## config.mk

```make
export PLATFORM = sky130hd
export DESIGN_NAME = mem_port_arbiter
export DESIGN_NICKNAME = d
export VERILOG_FILES = /design/src/rtl/mem_arb_pkg.sv /design/src/rtl/rr_arb2.sv /design/src/rtl/mem_port_arbiter.sv
export SDC_FILE = /design/constraint.sdc
export NUM_CORES = 1
export LEC_CHECK = 0
export ABC_AREA = 1
export BUFFER_PORTS_ARGS = -buffer_cell sky130_fd_sc_hd__buf_2
export CORE_ASPECT_RATIO = 1.2
export CORE_MARGIN = 4
export CORE_UTILIZATION = 42
export CTS_BUF_LIST = sky130_fd_sc_hd__clkbuf_2 sky130_fd_sc_hd__clkbuf_4 sky130_fd_sc_hd__clkbuf_8
export CTS_CLUSTER_DIAMETER = 60
export CTS_CLUSTER_SIZE = 14
export DETAILED_ROUTE_END_ITERATION = 8
export HOLD_SLACK_MARGIN = 0.06
export PLACE_DENSITY = 0.85
export SLEW_MARGIN = 0
export SYNTH_ARGS = -nofsm -noshare
export SYNTH_HDL_FRONTEND = slang
export SYNTH_SLANG_ARGS = --single-unit
export TNS_END_PERCENT = 100
```

## constraint.sdc

```tcl
create_clock -name clk -period 1.2 [get_ports clk]
set_clock_uncertainty 0.05 [all_clocks]
set_input_delay 0.06 -clock clk [delete_from_list [all_inputs] [get_ports clk]]
set_output_delay 0.06 -clock clk [all_outputs]
set_load 0.005 [all_outputs]
```

## src/rtl/mem_arb_pkg.sv

```systemverilog
// Shared types for the two-port memory arbiter: port ids, per-port wait FSM
// states and the in-flight read tracking entry.
package mem_arb_pkg;

    localparam int DEF_ADDR_W = 10;
    localparam int DEF_DATA_W = 8;

    typedef enum logic {
        PORT_A = 1'b0,
        PORT_B = 1'b1
    } port_e;

    typedef enum logic {
        IDLE = 1'b0,
        WAIT = 1'b1
    } arb_st_e;

    typedef struct packed {
        logic  valid;
        port_e port;
    } rd_ent_t;

endpackage

```

## src/rtl/rr_arb2.sv

```systemverilog
// Two-way picker: a lone requester wins; a tie goes to A under fixed priority,
// otherwise to the port that was not granted most recently.
module rr_arb2
    import mem_arb_pkg::*;
(
    input  logic       clk,
    input  logic       reset_n,
    input  logic       fixed_prio,
    input  logic [1:0] req,
    output logic [1:0] win
);

    port_e last_grant;

    always_comb begin
        win = 2'b00;
        case (req)
            2'b01:   win = 2'b01;
            2'b10:   win = 2'b10;
            2'b11:   win = (fixed_prio || last_grant == PORT_B) ? 2'b01 : 2'b10;
            default: win = 2'b00;
        endcase
    end

    // Starts at B so the first tie after reset goes to A.
    always_ff @(posedge clk or negedge reset_n) begin
        if (!reset_n)
            last_grant <= PORT_B;
        else if (win[0])
            last_grant <= PORT_A;
        else if (win[1])
            last_grant <= PORT_B;
    end

endmodule

```

## src/rtl/mem_port_arbiter.sv

```systemverilog
// Shares the 1024x8 single-write / dual-read-output memory between requesters
// A and B: one registered command per clock, read data returned 3 cycles after req.
module mem_port_arbiter
    import mem_arb_pkg::*;
#(
    parameter int ADDR_W     = DEF_ADDR_W,
    parameter int DATA_W     = DEF_DATA_W,
    parameter int FIXED_PRIO = 0
) (
    input  logic              clk,
    input  logic              reset_n,
    input  logic              a_req,
    input  logic              b_req,
    input  logic              a_we,
    input  logic              b_we,
    input  logic [ADDR_W-1:0] a_addr,
    input  logic [ADDR_W-1:0] b_addr,
    input  logic [DATA_W-1:0] a_wdata,
    input  logic [DATA_W-1:0] b_wdata,
    output logic              a_gnt,
    output logic              b_gnt,
    output logic              a_rvalid,
    output logic              b_rvalid,
    output logic [DATA_W-1:0] a_rdata,
    output logic [DATA_W-1:0] b_rdata,
    input  logic [DATA_W-1:0] mem_data_a,
    input  logic [DATA_W-1:0] mem_data_b,
    output logic [ADDR_W-1:0] iAddress,
    output logic [DATA_W-1:0] validdata,
    output logic              iWriteEnable,
    output logic              Readtoa,
    output logic              Readtob
);

    logic [1:0]             req, we, win;
    logic [1:0][ADDR_W-1:0] addr;
    logic [1:0][DATA_W-1:0] wdata;
    logic                   sel, any_win;
    rd_ent_t                rd_pipe [2];

    assign req     = {b_req, a_req};
    assign we      = {b_we, a_we};
    assign addr    = {b_addr, a_addr};
    assign wdata   = {b_wdata, a_wdata};
    assign sel     = win[1];
    assign any_win = |win;

    rr_arb2 u_arb (
        .clk        (clk),
        .reset_n    (reset_n),
        .fixed_prio (FIXED_PRIO != 0),
        .req        (req),
        .win        (win)
    );

    // Wait tracking per port; only observed by the starvation check.
    for (genvar p = 0; p < 2; p++) begin : g_port
        arb_st_e st;

        always_ff @(posedge clk or negedge reset_n) begin
            if (!reset_n)
                st <= IDLE;
            else
                case (st)
                    IDLE:    if (req[p] && !win[p]) st <= WAIT;
                    WAIT:    if (win[p]) st <= IDLE;
                    default: st <= IDLE;
                endcase
        end

        a_no_starve: assert property (@(posedge clk) disable iff (!reset_n)
            (FIXED_PRIO == 0 && st == WAIT && req[p]) |-> win[p]);
    end

    always_ff @(posedge clk or negedge reset_n) begin
        if (!reset_n) begin
            a_gnt        <= 1'b0;
            b_gnt        <= 1'b0;
            a_rvalid     <= 1'b0;
            b_rvalid     <= 1'b0;
            a_rdata      <= '0;
            b_rdata      <= '0;
            iAddress     <= '0;
            validdata    <= '0;
            iWriteEnable <= 1'b0;
            Readtoa      <= 1'b0;
            Readtob      <= 1'b0;
            rd_pipe[0]   <= '0;
            rd_pipe[1]   <= '0;
        end else begin
            a_gnt        <= win[0];
            b_gnt        <= win[1];
            iWriteEnable <= any_win & we[sel];
            Readtoa      <= win[0] & ~we[0];
            Readtob      <= win[1] & ~we[1];
            if (any_win)
                iAddress <= addr[sel];
            if (any_win && we[sel])
                validdata <= wdata[sel];

            // Stage 0: command on the bus; stage 1: memory output valid next cycle.
            rd_pipe[0] <= '{valid: any_win & ~we[sel], port: port_e'(sel)};
            rd_pipe[1] <= rd_pipe[0];

            a_rvalid <= rd_pipe[1].valid && rd_pipe[1].port == PORT_A;
            b_rvalid <= rd_pipe[1].valid && rd_pipe[1].port == PORT_B;
            if (rd_pipe[1].valid && rd_pipe[1].port == PORT_A)
                a_rdata <= mem_data_a;
            if (rd_pipe[1].valid && rd_pipe[1].port == PORT_B)
                b_rdata <= mem_data_b;
        end
    end

endmodule

```

==> flow_summary.ini <==
[global_route]
antenna_found_initial = 0
grt_usage_pct = 21.90
grt.overflow.total = 0
grt_pass1_vias = 2119
grt_max_degree = 46
grt_pass1_wl_mm = 9.818

[setup_path]
rrSetupSlack_ns = -0.07
ff2ff_path_depth = 7
r2r_start = u_arb.last_grant$_DFFE_PN1P_
start_kind = flop
required_ns = 1.38
critPathCaptureType = flop
crit_type = flop to flop
r2r-end = validdata[4]$_DFFE_PN0P_
worstPathArrival_ns = 1.46
crit_fanout = 7

[timing]
drv_slew = 0
relSlewSlack_pct = 74.02
period_share_pct = 106.1
fmax_mhz = 785.2
finalCriticalPeriod_ns = 1.274
setup_viol = 18
hold_viol_final = 0
rsz0062_at_grt = yes
setup_tns_ns = -1.086
tightest_slew_ns = 0.3893
layout_setup_ws_ns = -0.07364

[worst_hold_path]
hp-start = a_wdata[3]
hold_end = validdata[3]$_DFFE_PN0P_
hold_path_depth = 5
holdCritPathClass = input port to flop

[run]
cap_violations = 0

[floorplanning]
row_count = 26
die_area_sq_um = 5720
io_pins = 99
die_h_microns = 82.05
die_w_microns = 69.71
core_sq_um = 4327
start_util_pct = 44.36

[cts]
cts_tree = done
clk_path_buf_depth = 2
cts_buffers = 5
clock_latency_ns = 0.29
clkSinkCount = 45
clk_pin_slew_ns = 0.08
htree_num_levels = 2
ctsRootBufferMaster = clkbuf_8

[yosys]
ys_seq_elements = 45
syn_inst = 226
syn_nets = 284
yosysSeqAreaShare_pct = 58.74
yosysWarnings = 0
syn_avg_cell_area_sq_um = 8.493
yosysUniqueCellTypes = 17
synth_area_sq_um = 1919

[final_layout]
final_util_pct = 74.96
seq_area_sq_um = 1127
design_area_sq_um = 3243
layout-drive-gt1-share_pct = 34.72
multiInputGateArea_sq_um = 721.9
fillers = 299
insertedDiodeCount = 0
area_delta_synth_final_pct = 68.97
final_nets = 443

[pwr]
p_leak_nw = 1.843
power.density_nw_per_um2 = 1245
ir_worst_vdd_v = 0.0007982
finalPower_mw = 4.038

[drt]
drcViolationCount = 0
wl_per_cell_microns = 13.36
vias = 2086
postRouteAntennaNets = 0
drt_iter0_drc = 80
via_per_inst = 4.719
dr.pass1.iters = 4
routed_wl_mm = 5.906

[placement]
io_buffers = 98
dpl_worst_slack_ns = -0.1563
dp_hpwl_mm = 3.559
place_area_sq_um = 2536
globalplace.congestion = 0.8076

[outcome]
status = complete, but fails checks
violations = setup timing
[metal layers]
| layer | routed length, microns | up-vias | GRT usage [%] |
|---|---|---|---|
| met1 | 2297 | 947 | 25.08 |
| met5 | 0 | - | 0 |
| met2 | 3076 | 98 | 39.98 |
| met4 | 168 | 0 | 8.238 |
| li1 | - | 1022 | - |
| met3 | 362 | 19 | 5.386 |
[flip-flops by register name (all words and copies together), names as in the netlist]
register	flops
Readtoa	1
Readtob	1
a_gnt	1
a_rdata	8
a_rvalid	1
b_gnt	1
b_rdata	8
b_rvalid	1
iAddress	10
iWriteEnable	1
rd_pipe	3
u_arb.last_grant	1
validdata	8
[cell usage in the layout (no fill, tap or decap), types with 3 or more instances in the layout]
cell / count
inv_1: 21
nand2_4: 3
nand3_1: 16
nand2_1: 109
nand3_4: 3
o211ai_1: 10
clkbuf_8: 6
nand2_2: 5
dfrtp_1: 44
buf_4: 8
buf_12: 3
buf_2: 98
dlygate4sd3_1: 46
[report_power, final]
group | leakage, nW | switching, mW | internal [mW]
Sequential | 0.551 | 0.116 | 1.75
Combinational | 1.23 | 0.478 | 0.518
Clock | 0.0619 | 0.478 | 0.701
Total | 1.84 | 1.07 | 2.97
[logic make-up after synthesis]
logic type,Yosys count,synth area share [%]
flip-flops,45,58.74
AO/OA/AOI/OAI,12,4.432
buffers and inverters,30,7.236
AND/OR/NAND/NOR,139,29.60
[cells in the mapped netlist (all sizes together)]
library cell	count	area share [%]
nand3	19	5.6
buf	8	2.9
or2	1	0.33
dfrtp	44	57
nor2	3	0.72
nand2	116	23
o211ai	10	3.9
o21ai	1	0.26
clkinv	1	0.20
a21oi	1	0.26
dfstp	1	1.4
inv	21	4.1
[worst max-delay path: stages (launching register included)]
cell	delay, ns
dfstp_2	0.56
nand2_4	0.07
nand2_4	0.13
buf_6	0.14
nand2_1	0.07
nand2_1	0.07
nand3_1	0.07
nand2_1	0.06
[how the worst max path moves through the flow]
stage	startpoint	to	slack, ns	cells past startpoint
2_1_floorplan	u_arb.last_grant$_DFFE_PN1P_	validdata[0]$_DFFE_PN0P_	0.02	6
3_3_place_gp	u_arb.last_grant$_DFFE_PN1P_	iAddress[5]$_DFFE_PN0P_	-0.07	6
3_5_place_dp	u_arb.last_grant$_DFFE_PN1P_	iAddress[0]$_DFFE_PN0P_	-0.16	6
4_1_cts	u_arb.last_grant$_DFFE_PN1P_	iAddress[2]$_DFFE_PN0P_	-0.06	6
5_1_grt	u_arb.last_grant$_DFFE_PN1P_	validdata[7]$_DFFE_PN0P_	-0.15	6
6_report	u_arb.last_grant$_DFFE_PN1P_	validdata[4]$_DFFE_PN0P_	-0.07	7
[metrics by stage]
step | hold WS, ns | cells
2_1_floorplan | -0.2856 | 226
3_3_place_gp | 0.005290 | 383
3_5_place_dp | 0.004794 | 383
4_1_cts | 0.06501 | 441
5_1_grt | 0.09202 | 442
6_report | 0.08206 | 442
[cell type report]
| class | count | share of cell area [%] |
|---|---|---|
| Sequential cell | 45 | 34.76 |
| Timing Repair Buffer | 158 | 34.57 |
| Tap cell | 56 | 2.160 |
| Clock buffer | 7 | 2.778 |
| Multi-Input combinational cell | 153 | 22.26 |
| Clock inverter | 1 | 0.9259 |
| Inverter | 22 | 2.546 |
[timing repair]
action,CTS,global route
resized for setup,11,3
hold buffers,46,0
buffers inserted,2,0
pin swaps,3,1
endpoints found under the hold margin,80,0
setup endpoints to repair,21,21
gates cloned,2,1
(Power assumes the default switching activity.)
